[src/rtl/programmable_frequency_divider_if.sv]
`default_nettype none
// ============================================================================
// Module      : programmable_frequency_divider_if
// Description : Ratio/mode request channel for programmable_frequency_divider.
//               The requester (master) presents div_value and pulse_mode with
//               div_valid; the divider (slave) accepts when div_ready is high.
// Ports       : div_value  [WIDTH] requested ratio (0 is taken as 1)
//               div_valid  request valid
//               div_ready  divider can accept a request
//               pulse_mode 0 = toggle output, 1 = one-cycle pulse per period
// Revision    : 1.0 - initial release
// ============================================================================
interface programmable_frequency_divider_if #(
  parameter int WIDTH = 16
);
  logic [WIDTH-1:0] div_value;
  logic             div_valid;
  logic             div_ready;
  logic             pulse_mode;

  modport master (
    output div_value,
    output div_valid,
    output pulse_mode,
    input  div_ready
  );

  modport slave (
    input  div_value,
    input  div_valid,
    input  pulse_mode,
    output div_ready
  );
endinterface
`default_nettype wire

[src/rtl/programmable_frequency_divider.sv]
`default_nettype none
// ============================================================================
// Module      : programmable_frequency_divider
// Description : Divides input_clk_digital by a runtime-programmable ratio N,
//               entirely in the clk domain. New ratio/mode requests land in a
//               shadow register and take effect only at a period wrap.
// Ports       : clk                system clock
//               reset              asynchronous, active-low reset
//               input_clk_digital  clock to be divided (edge-detected on clk)
//               cfg                request channel (slave modport)
//               output_clk_digital divided output (registered)
//               period_strobe      one-clk pulse on each period wrap
//               edge_count         current counter value, 0..N-1
// Options     : FREQ_DIV_INPUT_SYNC_EN - when defined, the input passes
//               through a two-flop synchronizer (3-edge latency instead of 1).
// Revision    : 1.0 - initial release
// ============================================================================
module programmable_frequency_divider #(
  parameter int WIDTH       = 16,
  parameter int DEFAULT_DIV = 2
) (
  input  logic                              clk,
  input  logic                              reset,
  input  logic                              input_clk_digital,
  programmable_frequency_divider_if.slave   cfg,
  output logic                              output_clk_digital,
  output logic                              period_strobe,
  output logic [WIDTH-1:0]                  edge_count
);

  localparam logic [WIDTH-1:0] DEF_N = WIDTH'(DEFAULT_DIV);
  localparam logic [WIDTH-1:0] ONE   = WIDTH'(1);

  logic s;

`ifdef FREQ_DIV_INPUT_SYNC_EN
  logic sync_1;
  logic sync_2;

  always_ff @(posedge clk or negedge reset) begin
    if (!reset) begin
      sync_1 <= 1'b0;
      sync_2 <= 1'b0;
    end else begin
      sync_1 <= input_clk_digital;
      sync_2 <= sync_1;
    end
  end

  assign s = sync_2;
`else
  assign s = input_clk_digital;
`endif

  logic             prev;
  logic [WIDTH-1:0] count;
  logic [WIDTH-1:0] n_act;
  logic             mode_act;
  logic [WIDTH-1:0] n_shadow;
  logic             mode_shadow;
  logic             pending;

  logic             in_edge;
  logic             wrap;
  logic             apply;
  logic             transfer;
  logic [WIDTH-1:0] next_count;
  logic [WIDTH-1:0] n_eff;
  logic             mode_eff;
  logic [WIDTH:0]   half_n;
  logic [WIDTH-1:0] req_n;

  assign in_edge    = s & ~prev;
  assign wrap       = in_edge && (count == (n_act - ONE));
  assign apply      = wrap && pending;
  assign next_count = wrap ? '0 : (count + ONE);

  // Ratio and mode in force for the cycle being produced: the shadow values
  // take over exactly on the wrap that consumes them, so the new period's
  // first output level already uses the new N.
  assign n_eff    = apply ? n_shadow : n_act;
  assign mode_eff = apply ? mode_shadow : mode_act;

  // ceil(N/2), one bit wider so N = 2^WIDTH-1 cannot overflow.
  assign half_n = ({1'b0, n_eff} + {{WIDTH{1'b0}}, 1'b1}) >> 1;

  // A request arriving on a wrap cycle only sees an empty shadow if nothing
  // was pending, so it can never be applied by that same wrap.
  assign transfer      = cfg.div_valid && !pending;
  assign cfg.div_ready = ~pending;
  assign req_n         = (cfg.div_value == '0) ? ONE : cfg.div_value;

  assign edge_count = count;

  always_ff @(posedge clk or negedge reset) begin
    if (!reset) begin
      prev               <= 1'b0;
      count              <= DEF_N - ONE;
      n_act              <= DEF_N;
      mode_act           <= 1'b0;
      n_shadow           <= DEF_N;
      mode_shadow        <= 1'b0;
      pending            <= 1'b0;
      period_strobe      <= 1'b0;
      output_clk_digital <= 1'b0;
    end else begin
      prev          <= s;
      period_strobe <= wrap;

      if (in_edge) begin
        count    <= next_count;
        n_act    <= n_eff;
        mode_act <= mode_eff;
      end

      if (transfer) begin
        n_shadow    <= req_n;
        mode_shadow <= cfg.pulse_mode;
        pending     <= 1'b1;
      end else if (apply) begin
        pending <= 1'b0;
      end

      if (mode_eff) begin
        output_clk_digital <= wrap;
      end else if (n_eff == ONE) begin
        // Divide-by-one: bypass, the output follows the conditioned input.
        output_clk_digital <= s;
      end else if (in_edge) begin
        output_clk_digital <= ({1'b0, next_count} < half_n);
      end
    end
  end

endmodule
`default_nettype wire

[src/flat_wrapper.sv]
// flat-port wrapper written by rule: the top's interface ports become plain ports
module programmable_frequency_divider_flat 
#(
  parameter int WIDTH       = 16,
  parameter int DEFAULT_DIV = 2
)
  (clk, reset, input_clk_digital, output_clk_digital, period_strobe, edge_count, cfg_div_value, cfg_div_valid, cfg_pulse_mode, cfg_div_ready);
  programmable_frequency_divider_if #(.WIDTH(WIDTH)) cfg_i ();
  input  logic clk;
  input  logic reset;
  input  logic input_clk_digital;
  output logic output_clk_digital;
  output logic period_strobe;
  output logic [WIDTH-1:0] edge_count;
  input wire logic [$bits(cfg_i.div_value)-1:0] cfg_div_value;
  input wire logic [$bits(cfg_i.div_valid)-1:0] cfg_div_valid;
  input wire logic [$bits(cfg_i.pulse_mode)-1:0] cfg_pulse_mode;
  output wire logic [$bits(cfg_i.div_ready)-1:0] cfg_div_ready;
  assign cfg_i.div_value = cfg_div_value;
  assign cfg_i.div_valid = cfg_div_valid;
  assign cfg_i.pulse_mode = cfg_pulse_mode;
  assign cfg_div_ready = cfg_i.div_ready;
  programmable_frequency_divider #(.WIDTH(WIDTH), .DEFAULT_DIV(DEFAULT_DIV)) u_core (.clk(clk), .reset(reset), .input_clk_digital(input_clk_digital), .cfg(cfg_i), .output_clk_digital(output_clk_digital), .period_strobe(period_strobe), .edge_count(edge_count));
endmodule
[config.mk]
export PLATFORM = sky130hd
export DESIGN_NAME = programmable_frequency_divider_flat
export DESIGN_NICKNAME = d
export VERILOG_FILES = /design/src/rtl/programmable_frequency_divider_if.sv /design/src/rtl/programmable_frequency_divider.sv /design/src/flat_wrapper.sv
export SDC_FILE = /design/constraint.sdc
export NUM_CORES = 1
export LEC_CHECK = 0
export ABC_CLOCK_PERIOD_IN_PS = 4900
export CORE_MARGIN = 4
export CORE_UTILIZATION = 47
export DETAILED_ROUTE_END_ITERATION = 12
export PLACE_DENSITY = 0.8
export SYNTH_ARGS = -nofsm -noshare
export SYNTH_HDL_FRONTEND = slang
export SYNTH_SLANG_ARGS = --single-unit
[constraint.sdc]
create_clock -name clk -period 4.9 [get_ports clk]
set_clock_uncertainty 0.15 [all_clocks]
set_input_delay 0.98 -clock clk [delete_from_list [all_inputs] [get_ports clk]]
set_output_delay 0.98 -clock clk [all_outputs]
set_load 0.01 [all_outputs]
==> impl_metrics.py <==
metrics = {
    "status": {
        "violations": "negative setup slack",
        "run_status": "finished with violations",
    },
    "detailed_routing": {
        "remaining_drc_errors": 0,
        "firstDrtPassIters": 5,
        "drt_wl_total_mm": 11.9,
        "wl_per_cell_microns": 18.0,
        "drt_iter0_drc": 309,
        "num_vias": 3935,
        "ant_nets": 0,
        "vias_per_cell": 5.94,
    },
    "floorplan": {
        "fp.dieH_microns": 102,
        "io_pins": 40,
        "fp.dieW_microns": 102,
        "dieArea_sq_um": 10500,
        "fp.coreArea_sq_um": 8680,
        "num_rows": 34,
        "initial_core_util_pct": 48.2,
    },
    "global_route": {
        "grt_pass1_wl_mm": 19.1,
        "grt_pass1_vias": 3735,
        "antenna_found_initial": 0,
        "grt_usage_pct": 23.2,
        "grt_max_degree": 55,
        "overflow": 0,
    },
    "sta": {
        "period_needed_ns": 5.20,
        "slew_headroom_pct": 54.2,
        "setup_slack_ns": -0.299,
        "fin_crit_sh_pct": 106,
        "hold_viol": 0,
        "setup_viol": 1,
        "whs_ns": 0.373,
        "rsz0062_at_grt": "true",
        "final_max_slew_viol_count": 0,
        "worst_pin_slew_ns": 0.686,
        "timing.fmax_mhz": 192,
    },
    "logic_synthesis": {
        "avgSynthCellArea_sq_um": 8.70,
        "synth_edf_count": 0,
        "synth_cell_types": 70,
        "yosysTopAreaCellShare_pct": 30.5,
        "yosys.area.top_type": "dfrtp_1",
        "ys_async_sr_fraction_pct": 100,
        "synth_flop_cell": "dfrtp_1",
        "synth_nets": 521,
        "yosys-top-cells-area": "dfrtp_1 31%, nand2_1 6.6%, ha_1 5.7%",
        "ys_ff_latch": 54,
        "synthCells": 481,
        "syn_area_sq_um": 4180,
        "yosys_warnings": 0,
        "yosysSeqAreaShare_pct": 32.4,
    },
    "worst_setup_path": {
        "worst_path_max_delay_cell": "or4_4",
        "cp_common_cell": "o21ai_1",
        "critPathCaptureType": "register",
        "crit_arrival_ns": 5.29,
        "cp_cell_sequence": "inv_4 -> ha_4 -> or4b_4 -> xnor2_2 -> o41a_1 -> or4_4 -> nor4b_4 -> and2_4 -> o21ai_2 -> ha_4 -> buf_4 -> buf_4 -> a21boi_1 -> o2bb2ai_2 -> ha_1 -> a21oi_2 -> o21ai_1 -> a221oi_2 -> o21ai_1 -> o221ai_1 -> o21ai_1 -> nor4b_2 -> nor2_1",
        "critPathBufInv": 3,
        "critical_path.top_delay_family": "simple AND/OR/NAND/NOR gates",
        "path_class": "register to register",
        "crit_fanout": 5,
        "critPathLaunchType": "register",
        "slowest_delay_ns": 0.54,
        "cp.required_ns": 4.99,
    },
    "cells_and_area": {
        "area_delta_synth_final_pct": 24.6,
        "nNetsFinal": 594,
        "layout-drive-gt1-share_pct": 23.1,
        "antenna-diode-count": 0,
        "fin_cells": 662,
        "finish.utilization_pct": 60.0,
    },
    "clock_network": {
        "cts.sinks": 54,
        "cts-hold-fix-buffers": 0,
        "clk_latency_ns": 0.31,
        "cts_tree": "built",
        "h-tree-depth": 2,
        "clockBufferDepth": 2,
        "cts_buffers": 5,
        "root_buffer": "clkbuf_8",
        "path_clk_slew_ns": 0.10,
    },
    "place": {
        "detailed_place_hpwl_mm": 9.23,
        "dp_cells": 647,
        "gp_congestion": 0.942,
        "port-buffer-count": 39,
        "preCtsSetupSlack_ns": -0.701,
    },
    "power_and_ir_drop": {
        "p_leak_nw": 2.21,
        "p_per_area_nw_per_um2": 294,
        "ir_worst_vdd_mv": 0.191,
    },
    "run": {
        "cap_violations": 0,
    },
    "min_path": {
        "holdCritPathClass": "register to register",
    },
}
-- area by class of cell --
type / instances / area (sq um)
fill: 756 / 3470
inverter: 10 / 40.0
timing repair buffer: 95 / 825
clock buffer: 6 / 82.6
clock inverter: 1 / 30.0
multi-input combinational: 388 / 2740
sequential: 54 / 1360
tap: 108 / 135
-- repair_timing --
item,in CTS,in global routing
pin swaps,13,11
resized for setup,9,11
endpoints found under the setup margin,1,1
buffers inserted,2,6
-- worst paths after layout --
kind	startpoint	to	cells after the start	slack, ns
max in group asynchronous	reset	u_core.n_shadow[3]	2	3.50
worst max-delay path	u_core.n_act[0]	u_core.output_clk_digital	23	-0.30
min in group asynchronous	reset	u_core.edge_count[9]	2	0.64
worst min-delay path	u_core.mode_shadow	u_core.mode_shadow	1	0.37
worst min register to register	u_core.mode_shadow	u_core.mode_shadow	1	0.37
worst max register to register	u_core.n_act[0]	u_core.output_clk_digital	23	-0.30
-- cell usage after synthesis (all sizes together), types with 12 or more instances --
cell	count
clkbuf	17
nand4	18
mux2	20
nand3	17
o31ai	12
dfrtp	51
nor3	14
xor2	19
nand2	73
o21ai	22
xnor2	24
ha	19
nor2	43
buf	12
-- layer usage --
metal	share of wire [%]	track usage, %	vias to the layer above
met5	0	0	-
met4	3.7	8.68	0
met3	6.1	3.62	37
met2	49	39.7	153
met1	41	29.6	1875
li1	-	-	1870
-- placed cells by master, fill, tap and decap left out, types with 17 or more instances in the layout --
| master | netlist | final |
|---|---|---|
| nand2_1 | 73 | 70 |
| buf_4 | 5 | 54 |
| dfrtp_1 | 51 | 51 |
| nor2_1 | 42 | 42 |
| clkdlybuf4s50_1 | 0 | 37 |
| xnor2_1 | 23 | 22 |
| xor2_1 | 19 | 19 |
| mux2_2 | 19 | 19 |
| nand4_1 | 18 | 18 |
| nand3_1 | 17 | 17 |
| ha_1 | 19 | 17 |
-- through the flow --
step                      instance area, sq um  TNS (ns)  power [mW]
after floorplan                           4240    -0.230       0.944
after global placement                    4950    -0.545        1.17
after detailed placement                  4950    -0.701        1.18
after CTS                                 5120    -0.231        1.51
after global routing                      5210    -0.539        1.63
final                                     5210    -0.299        1.53
-- kinds of logic (layout without fill, tap and decap cells) --
kind of cell             after synthesis  after routing  share of synthesized area [%]
AO/OA/AOI/OAI                         73             73                           11.9
XOR/XNOR                              43             43                           9.18
adder cells (fa/ha/maj)               19             19                           5.68
buffers and inverters                 39            112                           4.97
flip-flops                            54             54                           32.4
multiplexers                          26             26                           7.00
AND/OR/NAND/NOR                      227            227                           28.8
-- power by group --
| group | internal, mW | switching [mW] | total [mW] |
|---|---|---|---|
| Combinational | 0.302 | 0.311 | 0.613 |
| Sequential | 0.503 | 0.103 | 0.607 |
| Clock | 0.164 | 0.150 | 0.314 |
-- state kept, by name, indices dropped and copies added, names as in the netlist --
register                   count
u_core.output_clk_digital      1
u_core.pending                 1
u_core.mode_shadow             1
u_core.period_strobe           1
u_core.edge_count             16
u_core.prev                    1
u_core.mode_act                1
u_core.n_act                  16
u_core.n_shadow               16
Note: power is estimated with default switching activity, not from simulation.
